File: src/rtl/snap_pkg.sv
// Shared definitions for the snapshot capture controller: FSM states and
// bit positions inside the ctrl and status software words.
package snap_pkg;

   typedef enum logic [2:0] {
      ST_IDLE,
      ST_WAIT_TRIG,
      ST_DELAY,
      ST_CAPTURE,
      ST_DONE
   } snap_state_t;

   localparam int CTRL_ARM      = 0;
   localparam int CTRL_TRIG_SEL = 1;
   localparam int CTRL_STOP     = 2;

   localparam int STAT_DONE    = 31;
   localparam int STAT_BUSY    = 30;
   localparam int STAT_LAST_LO = 16;
   localparam int STAT_LAST_HI = 29;

endpackage

File: src/rtl/snap_edge_det.sv
// Rising-edge detector for software control bits. A level already high when
// reset releases is treated as history, not as a new edge.
module snap_edge_det (
   input  logic clk,
   input  logic rst,
   input  logic d,
   output logic pulse
);

   logic d_q;
   logic primed;

   always_ff @(posedge clk) begin
      if (rst) begin
         d_q    <= 1'b0;
         primed <= 1'b0;
      end else begin
         d_q    <= d;
         primed <= 1'b1;
      end
   end

   // primed masks the first post-reset cycle so a held bit cannot fire
   assign pulse = d & ~d_q & primed;

endmodule

File: src/rtl/snap_trig_offset_ctrl.sv
// Triggered snapshot capture with post-trigger sample offset into a BRAM.
// Optional macro SNAP_CIRC_EN: circular capture ended by a ctrl stop edge.
//
// state        | meaning
// ST_IDLE      | inactive since reset, waiting for an arm edge
// ST_WAIT_TRIG | armed, waiting for a valid sample with trigger
// ST_DELAY     | triggered, skipping off_q valid samples
// ST_CAPTURE   | writing one BRAM word per valid sample
// ST_DONE      | buffer full or stopped, holds until re-armed
module snap_trig_offset_ctrl
   import snap_pkg::*;
#(
   parameter int ADDR_W = 11,
   parameter int DATA_W = 64
) (
   input  logic              user_clk,
   input  logic              user_rst,
   input  logic [31:0]       ctrl,
   input  logic [31:0]       trig_offset,
   input  logic [DATA_W-1:0] din,
   input  logic              din_we,
   input  logic              trig,
   output logic [ADDR_W-1:0] bram_addr,
   output logic [DATA_W-1:0] bram_data,
   output logic              bram_we,
   output logic [31:0]       status
);

   localparam logic [ADDR_W:0] DEPTH = {1'b1, {ADDR_W{1'b0}}};
   localparam logic [ADDR_W:0] LAST  = {1'b0, {ADDR_W{1'b1}}};

   snap_state_t       state, state_nxt;
   logic              arm_pulse;
   logic              stop_pulse;
   logic              trig_cond;
   logic              cap;
   logic [31:0]       off_q;
   logic [31:0]       dly;
   logic [ADDR_W:0]   count;
   logic [ADDR_W-1:0] wr_ptr;
   logic              ctrl_unused;

   snap_edge_det u_arm (
      .clk   (user_clk),
      .rst   (user_rst),
      .d     (ctrl[CTRL_ARM]),
      .pulse (arm_pulse)
   );

`ifdef SNAP_CIRC_EN
   localparam bit CIRC = 1'b1;

   snap_edge_det u_stop (
      .clk   (user_clk),
      .rst   (user_rst),
      .d     (ctrl[CTRL_STOP]),
      .pulse (stop_pulse)
   );

   assign ctrl_unused = ^ctrl[31:3];
`else
   localparam bit CIRC = 1'b0;

   assign stop_pulse  = 1'b0;
   assign ctrl_unused = ^ctrl[31:2];
`endif

   assign trig_cond = din_we && (trig || ctrl[CTRL_TRIG_SEL]);

   always_comb begin
      state_nxt = state;
      cap       = 1'b0;
      // arm has priority over any trigger or sample seen in the same cycle
      if (arm_pulse) begin
         state_nxt = ST_WAIT_TRIG;
      end else begin
         case (state)
            ST_WAIT_TRIG: begin
               if (trig_cond) begin
                  if (off_q == '0) begin
                     cap       = 1'b1;
                     state_nxt = ST_CAPTURE;
                  end else begin
                     state_nxt = ST_DELAY;
                  end
               end
            end
            ST_DELAY: begin
               if (din_we && (dly == '0)) begin
                  cap       = 1'b1;
                  state_nxt = ST_CAPTURE;
               end
            end
            ST_CAPTURE: begin
               if (stop_pulse) begin
                  state_nxt = ST_DONE;
               end else if (din_we) begin
                  cap = 1'b1;
                  if (!CIRC && (count == LAST)) begin
                     state_nxt = ST_DONE;
                  end
               end
            end
            default: ;
         endcase
      end
   end

   always_ff @(posedge user_clk) begin
      if (user_rst) begin
         state     <= ST_IDLE;
         off_q     <= '0;
         dly       <= '0;
         count     <= '0;
         wr_ptr    <= '0;
         bram_we   <= 1'b0;
         bram_addr <= '0;
         bram_data <= '0;
      end else begin
         state   <= state_nxt;
         bram_we <= cap;
         if (arm_pulse) begin
            off_q  <= trig_offset;
            count  <= '0;
            wr_ptr <= '0;
         end else begin
            // the trigger sample itself is the first of the off_q skipped samples
            if ((state == ST_WAIT_TRIG) && trig_cond) begin
               dly <= off_q - 32'd1;
            end else if ((state == ST_DELAY) && din_we && (dly != '0)) begin
               dly <= dly - 32'd1;
            end
            if (cap) begin
               bram_addr <= wr_ptr;
               bram_data <= din;
               wr_ptr    <= wr_ptr + 1'b1;
               if (count != DEPTH) begin
                  count <= count + 1'b1;
               end
            end
         end
      end
   end

   always_comb begin
      status            = '0;
      status[STAT_DONE] = (state == ST_DONE);
      status[STAT_BUSY] = (state == ST_WAIT_TRIG) || (state == ST_DELAY) ||
                          (state == ST_CAPTURE);
      status[ADDR_W:0]  = count;
      if (CIRC) begin
         status[STAT_LAST_HI:STAT_LAST_LO] = 14'(bram_addr);
      end
   end

endmodule

File: config.mk
export PLATFORM = sky130hd
export DESIGN_NAME = snap_trig_offset_ctrl
export DESIGN_NICKNAME = d
export VERILOG_FILES = /design/src/rtl/snap_pkg.sv /design/src/rtl/snap_edge_det.sv /design/src/rtl/snap_trig_offset_ctrl.sv
export SDC_FILE = /design/constraint.sdc
export NUM_CORES = 1
export LEC_CHECK = 0
export CORE_MARGIN = 4
export CORE_UTILIZATION = 45
export DETAILED_ROUTE_END_ITERATION = 7
export PLACE_DENSITY = 0.83
export SLEW_MARGIN = 0
export SYNTH_ARGS = -nofsm -noshare
export SYNTH_HDL_FRONTEND = slang
export SYNTH_SLANG_ARGS = --single-unit
File: constraint.sdc
create_clock -name user_clk -period 5.1 [get_ports user_clk]
set_clock_uncertainty 0.15 [all_clocks]
set_input_delay 0.765 -clock user_clk [delete_from_list [all_inputs] [get_ports user_clk]]
set_output_delay 0.765 -clock user_clk [all_outputs]
set_load 0.05 [all_outputs]
-- Yosys cells after proc, flatten, opt, wreduce, memory -nomap -nowiden
Index checks and enable logic that the tools add are counted.
- output and inout bits: 108
- logic and storage cells: 69
- bits in registers: 168
- input bits: 132
- reductions and logical operators: 20
- mux-type cells: 16
- bitwise operators: 4
- add/sub/neg operators: 4
- equal/unequal tests: 14
- operators with widths (cell ; count):
    32-bit zero test ; 2
    32-bit two-way mux ; 2
    32-bit by 1-bit subtractor with 32-bit output, second input constant ; 2
    32-bit nonzero test ; 1
    12-bit by 1-bit adder with 12-bit output, second input constant ; 1
    12-bit by 11-bit == test with 1-bit output, second input constant ; 1
    3-bit two-way mux ; 4
    12-bit inequality test, second input constant ; 1
    3-bit inequality test, second input constant ; 4
    11-bit by 1-bit adder with 11-bit output, second input constant ; 1
    5-bit AND reduction ; 2
    3-bit one-hot mux with 3 select lines ; 1
    1-bit two-way mux ; 8
    2-bit inequality test, second input constant ; 4
    3-bit by 2-bit == test with 1-bit output, second input constant ; 2
    2-bit AND reduction ; 3
    1-bit logical AND ; 5
    4-bit nonzero test ; 1
    3-bit by 1-bit == test with 1-bit output, second input constant ; 1
    3-bit == test, second input constant ; 1
    1-bit logical OR ; 3
    1-bit one-hot mux with 3 select lines ; 1
    3-bit nonzero test ; 1
    1-bit bitwise AND ; 2
    3 further kinds ; 4

-- Logic depth before layout (Yosys ltp)
Gate-level depths: netlist (run 1).
- depth in word-level cells: 6
- depth in mapped cells: 16
- mapped depth without buffers: 11

-- By module
A second synthesis (run 1) with hierarchy kept.
- cell total of the unflattened synthesis: 1065
- area, all modules: 8259.2 µm²
- modules (own cells, without submodules) (module ; seq. area each (µm²) ; cells an instance ; times used ; area an instance (µm²)):
    snap_trig_offset_ctrl ; 3323.2 ; 1060 ; 1 ; 8200.4
    snap_edge_det ; 40.0 ; 5 ; 1 ; 58.8

-- Worst setup path before layout (run 1)
OpenSTA, ideal clock, no wires.
- path type: input -> register
- start point: in din_we
- end point: reg dly[22]
- arrival time: 4.499 ns
- required time: 4.859 ns
- path buffers: 3
- library setup time: 0.091 ns
- cell stages on the path: 14
- slack: 0.360 ns
- path through: nand2b_1 > nor3_2 > buf_2 > clkbuf_1 > clkbuf_1 > mux2i_1 > ha_1 > or4b_2 > nor2_1 > mux2i_1 > or4_1 > nor2_1 > nand3_1 > a311oi_1
- word-level cells in the longest chain between the ends: 4
- elaborated cells on any way between the ends: 7
- classes of those cells: 1 x mux; 6 x reduce/logical
- ends and longest elaborated chain (what ; line ; text):
    start: declaration ; snap_trig_offset_ctrl.sv:21 ; input logic din_we,
    1-bit logical AND, on equally long branches ; snap_trig_offset_ctrl.sv:68, snap_trig_offset_ctrl.sv:130 ;
    1-bit logical AND, on equally long branches ; snap_trig_offset_ctrl.sv:128, snap_trig_offset_ctrl.sv:130 ;
    2-bit nonzero test (no line) ; n/a ;
    2-bit AND reduction (no line) ; n/a ;
    end signal: assignment ; snap_trig_offset_ctrl.sv:129 ; dly <= off_q - 32'd1;
    end signal: assignment ; snap_trig_offset_ctrl.sv:131 ; dly <= dly - 32'd1;
    end: declaration ; snap_trig_offset_ctrl.sv:38 ; logic [31:0] dly;
Several ways; a longest one is shown, not always the timed one.
A chain may end at the register's enable or synchronous reset.

-- Worst setup path after layout (run 1)
Ends and elaborated chain as after synthesis.

==> results of run 1 <==
## worst reg2reg max path, stage by stage (launching register included)
cell and delay, ns:
dfxtp_1 0.39, nand2b_1 0.26, nor3_4 0.35, mux2i_1 0.28
ha_1 0.31, or4b_2 0.64, nor2_1 0.13, mux2i_1 0.09
or4_1 0.62, nor2_1 0.32, nand3_1 0.13, a311oi_1 0.26
## layer usage
metal  vias to the layer above  global-route usage (%)  routed length, um
met5                         -                       0                  0
met4                         0                    8.90                461
met3                        36                    3.33               1600
met2                       291                    36.8              11400
met1                      3744                    29.6              10000
li1                       3941                       -                  -
## placed cells by master, fill, tap and decap left out, types with 18 or more instances in the layout
cell type	n
xnor2_1	28
a21oi_1	138
clkdlybuf4s50_1	190
nand3_1	21
nand2_1	269
nor2_1	65
o21ai_0	24
dfxtp_1	168
nor3_1	33
conb_1	18
## kinds of logic after synthesis
family | count (synthesis) | share of synthesized area, %
simple gates | 493 | 28.4
compound gates | 228 | 16.4
flops | 168 | 41.4
buf+inv | 95 | 5.78
xor+xnor | 35 | 3.78
mux | 27 | 3.48
fa+ha+maj | 4 | 0.616
other cells | 1 | 0.0462
## worst min path at each step
stage                  startpoint            end  slack, ns  cells past startpoint
floorplan              wr_ptr[10]  bram_addr[10]       0.29                      2
global placement    bram_data[47]  bram_data[47]       0.29                      2
detailed placement  bram_data[45]  bram_data[45]       0.30                      2
CTS                  bram_addr[2]   bram_addr[2]       0.31                      2
global route        bram_data[11]  bram_data[11]       0.32                      2
finish               bram_data[6]   bram_data[6]       0.30                      2
## final cells by class
| class | instances | area share, % |
|---|---|---|
| clock buffer | 17 | 3.98 |
| inverter | 10 | 0.351 |
| clock inverter | 15 | 1.91 |
| tap | 225 | 2.63 |
| multi-input combinational | 805 | 40.8 |
| sequential | 168 | 31.4 |
| timing repair buffer | 205 | 18.9 |
## report_power, final
| part | internal, mW | total [mW] | switching (mW) | leakage (nW) |
|---|---|---|---|---|
| Sequential | 1.35 | 1.39 | 0.0431 | 1.36 |
| Combinational | 0.318 | 0.772 | 0.453 | 2.00 |
| Clock | 0.712 | 1.35 | 0.635 | 0.301 |
| Total | 2.38 | 3.51 | 1.13 | 3.66 |
## state kept, by name, summed over array words and instances, names as in the netlist
| name | count |
|---|---|
| off_q | 32 |
| u_arm.primed | 1 |
| count | 12 |
| dly | 32 |
| u_arm.d_q | 1 |
| wr_ptr | 11 |
| state | 3 |
| bram_addr | 11 |
| bram_data | 64 |
| bram_we | 1 |
==> impl_metrics.json, run 1 <==
{
  "place_ws_ns": 0.327,
  "drtIter0Drc": 618,
  "numCtsBuffers": 17,
  "fin_ws_ns": 0.663,
  "arrival_ns": 4.64,
  "grt_pass1_wl_um": 37100,
  "wl_per_cell_um": 16.2,
  "cp.required_ns": 5.30,
  "cpPeakStageDelay_ns": 0.64,
  "regArea_sq_um": 3360,
  "fin_setup_tns_ns": 0,
  "grt-ovfl-total": 0,
  "synth_top_area_share_pct": 41.4,
  "power.leakage_nw": 3.66,
  "final_cell_count_no_fill": 1445,
  "placed_area_sq_um": 10100,
  "cpLargestDelayFamily": "simple AND/OR/NAND/NOR gates",
  "num_vias": 8012,
  "antenna_cells": 0,
  "worst-path-max-fanout": 6,
  "end_kind": "flip-flop",
  "synth_ff_type": "dfxtp_1",
  "path_cells": "clkdlybuf4s50_1 > nand2b_1 > nor3_4 > mux2i_1 > ha_1 > or4b_2 > nor2_1 > mux2i_1 > or4_1 > nor2_1 > nand3_1 > a311oi_1",
  "coreArea_sq_um": 17500,
  "ir_drop_mv": 0.243,
  "hold-worst-slack_ns": 0.305,
  "dp_hpwl_um": 16000,
  "ant_nets": 0,
  "hold_buffers": 0,
  "fillCellCount": 1524,
  "min_path_type": "reg2reg",
  "grt_pass1_vias": 7347,
  "synth_edf_count": 0,
  "synth_area_leader_cell": "dfxtp_1",
  "timing.slew.headroom_pct": 32.3,
  "yosysWarnings": 0,
  "ys_top_cells_by_area": "dfxtp_1, nand2_1, a21oi_1",
  "dp.cells": 1413,
  "grt_antenna_before_repair": 0,
  "crit_slowest_cell": "or4b_2",
  "area_growth_pct": 31.8,
  "grt_use_total_pct": 22.4,
  "fp.dieW_um": 142,
  "max_freq_mhz": 225,
  "slew_violations": 0,
  "cts_tree": "built",
  "place_congestion": 0.897,
  "period_share_pct": 87.0,
  "cts_resized": 0,
  "synthArstFlopShare_pct": 0,
  "multi_input_area_sq_um": 4360,
  "stdcell_area_sq_um": 10700,
  "drcViolationCount": 0,
  "start_util_pct": 46.5,
  "synth_cell_types": 72,
  "cts_setup_buffers": 0,
  "setup_viol": 0,
  "ys_seq_area_share_pct": 41.4,
  "root_buffer": "clkbuf_16",
  "cp.depth": 12,
  "chipHeight_um": 142,
  "clockBufferDepth": 2,
  "port_buffers": 191,
  "ys_seq_elements": 168,
  "viasPerCell": 5.54,
  "drive_gt1_share_pct": 6.80,
  "cts.sinks": 168,
  "rsz0062_at_grt": "false",
  "fin_nets": 1343,
  "critPathBufInv": 1,
  "reg2reg_depth": 11,
  "avgSynthCellArea_sq_um": 7.73,
  "synth_common_cells": "nand2_1, dfxtp_1, a21oi_1, nor2_1, clkbuf_1",
  "syn_area_sq_um": 8120,
  "r2r-start": "state[1]",
  "rows": 48,
  "firstDrtPassIters": 5,
  "critPathLaunch": "din_we",
  "clock_latency_ns": 0.44,
  "synth_cells": 1051,
  "synth_most_common_cell": "nand2_1",
  "crit_path_start_kind": "input pin",
  "maxCapViolations": 0,
  "r2r_setup_slack_ns": 1.09,
  "critPathCapture": "dly[22]",
  "io_pins": 240,
  "power_mw": 3.51,
  "cts-htree-levels": 4,
  "r2r-end": "dly[22]",
  "status": "completed",
  "die_area_sq_um": 20300,
  "cellPowerDensity_nw_per_um2": 328,
  "min_period_ns": 4.44,
  "routed_wl_um": 23500,
  "grt_max_degree": 96,
  "path_clk_slew_ns": 0.08,
  "finalHoldViolations": 0,
  "final_core_util_pct": 61.2,
  "crit_type": "in2reg",
  "tightest_slew_ns": 1.02
}
Note: power is estimated with default switching activity, not from simulation.
==> run 2: changes to the inputs <==
--- a/config.mk
+++ b/config.mk
@@ -9,6 +9,7 @@
 export CORE_UTILIZATION = 45
 export DETAILED_ROUTE_END_ITERATION = 7
 export PLACE_DENSITY = 0.83
+export SKIP_CTS_REPAIR_TIMING = 1
 export SLEW_MARGIN = 0
 export SYNTH_ARGS = -nofsm -noshare
 export SYNTH_HDL_FRONTEND = slang
==> results of run 2 <==
The final DEF is identical to that of run 1; final timing and power are the same.
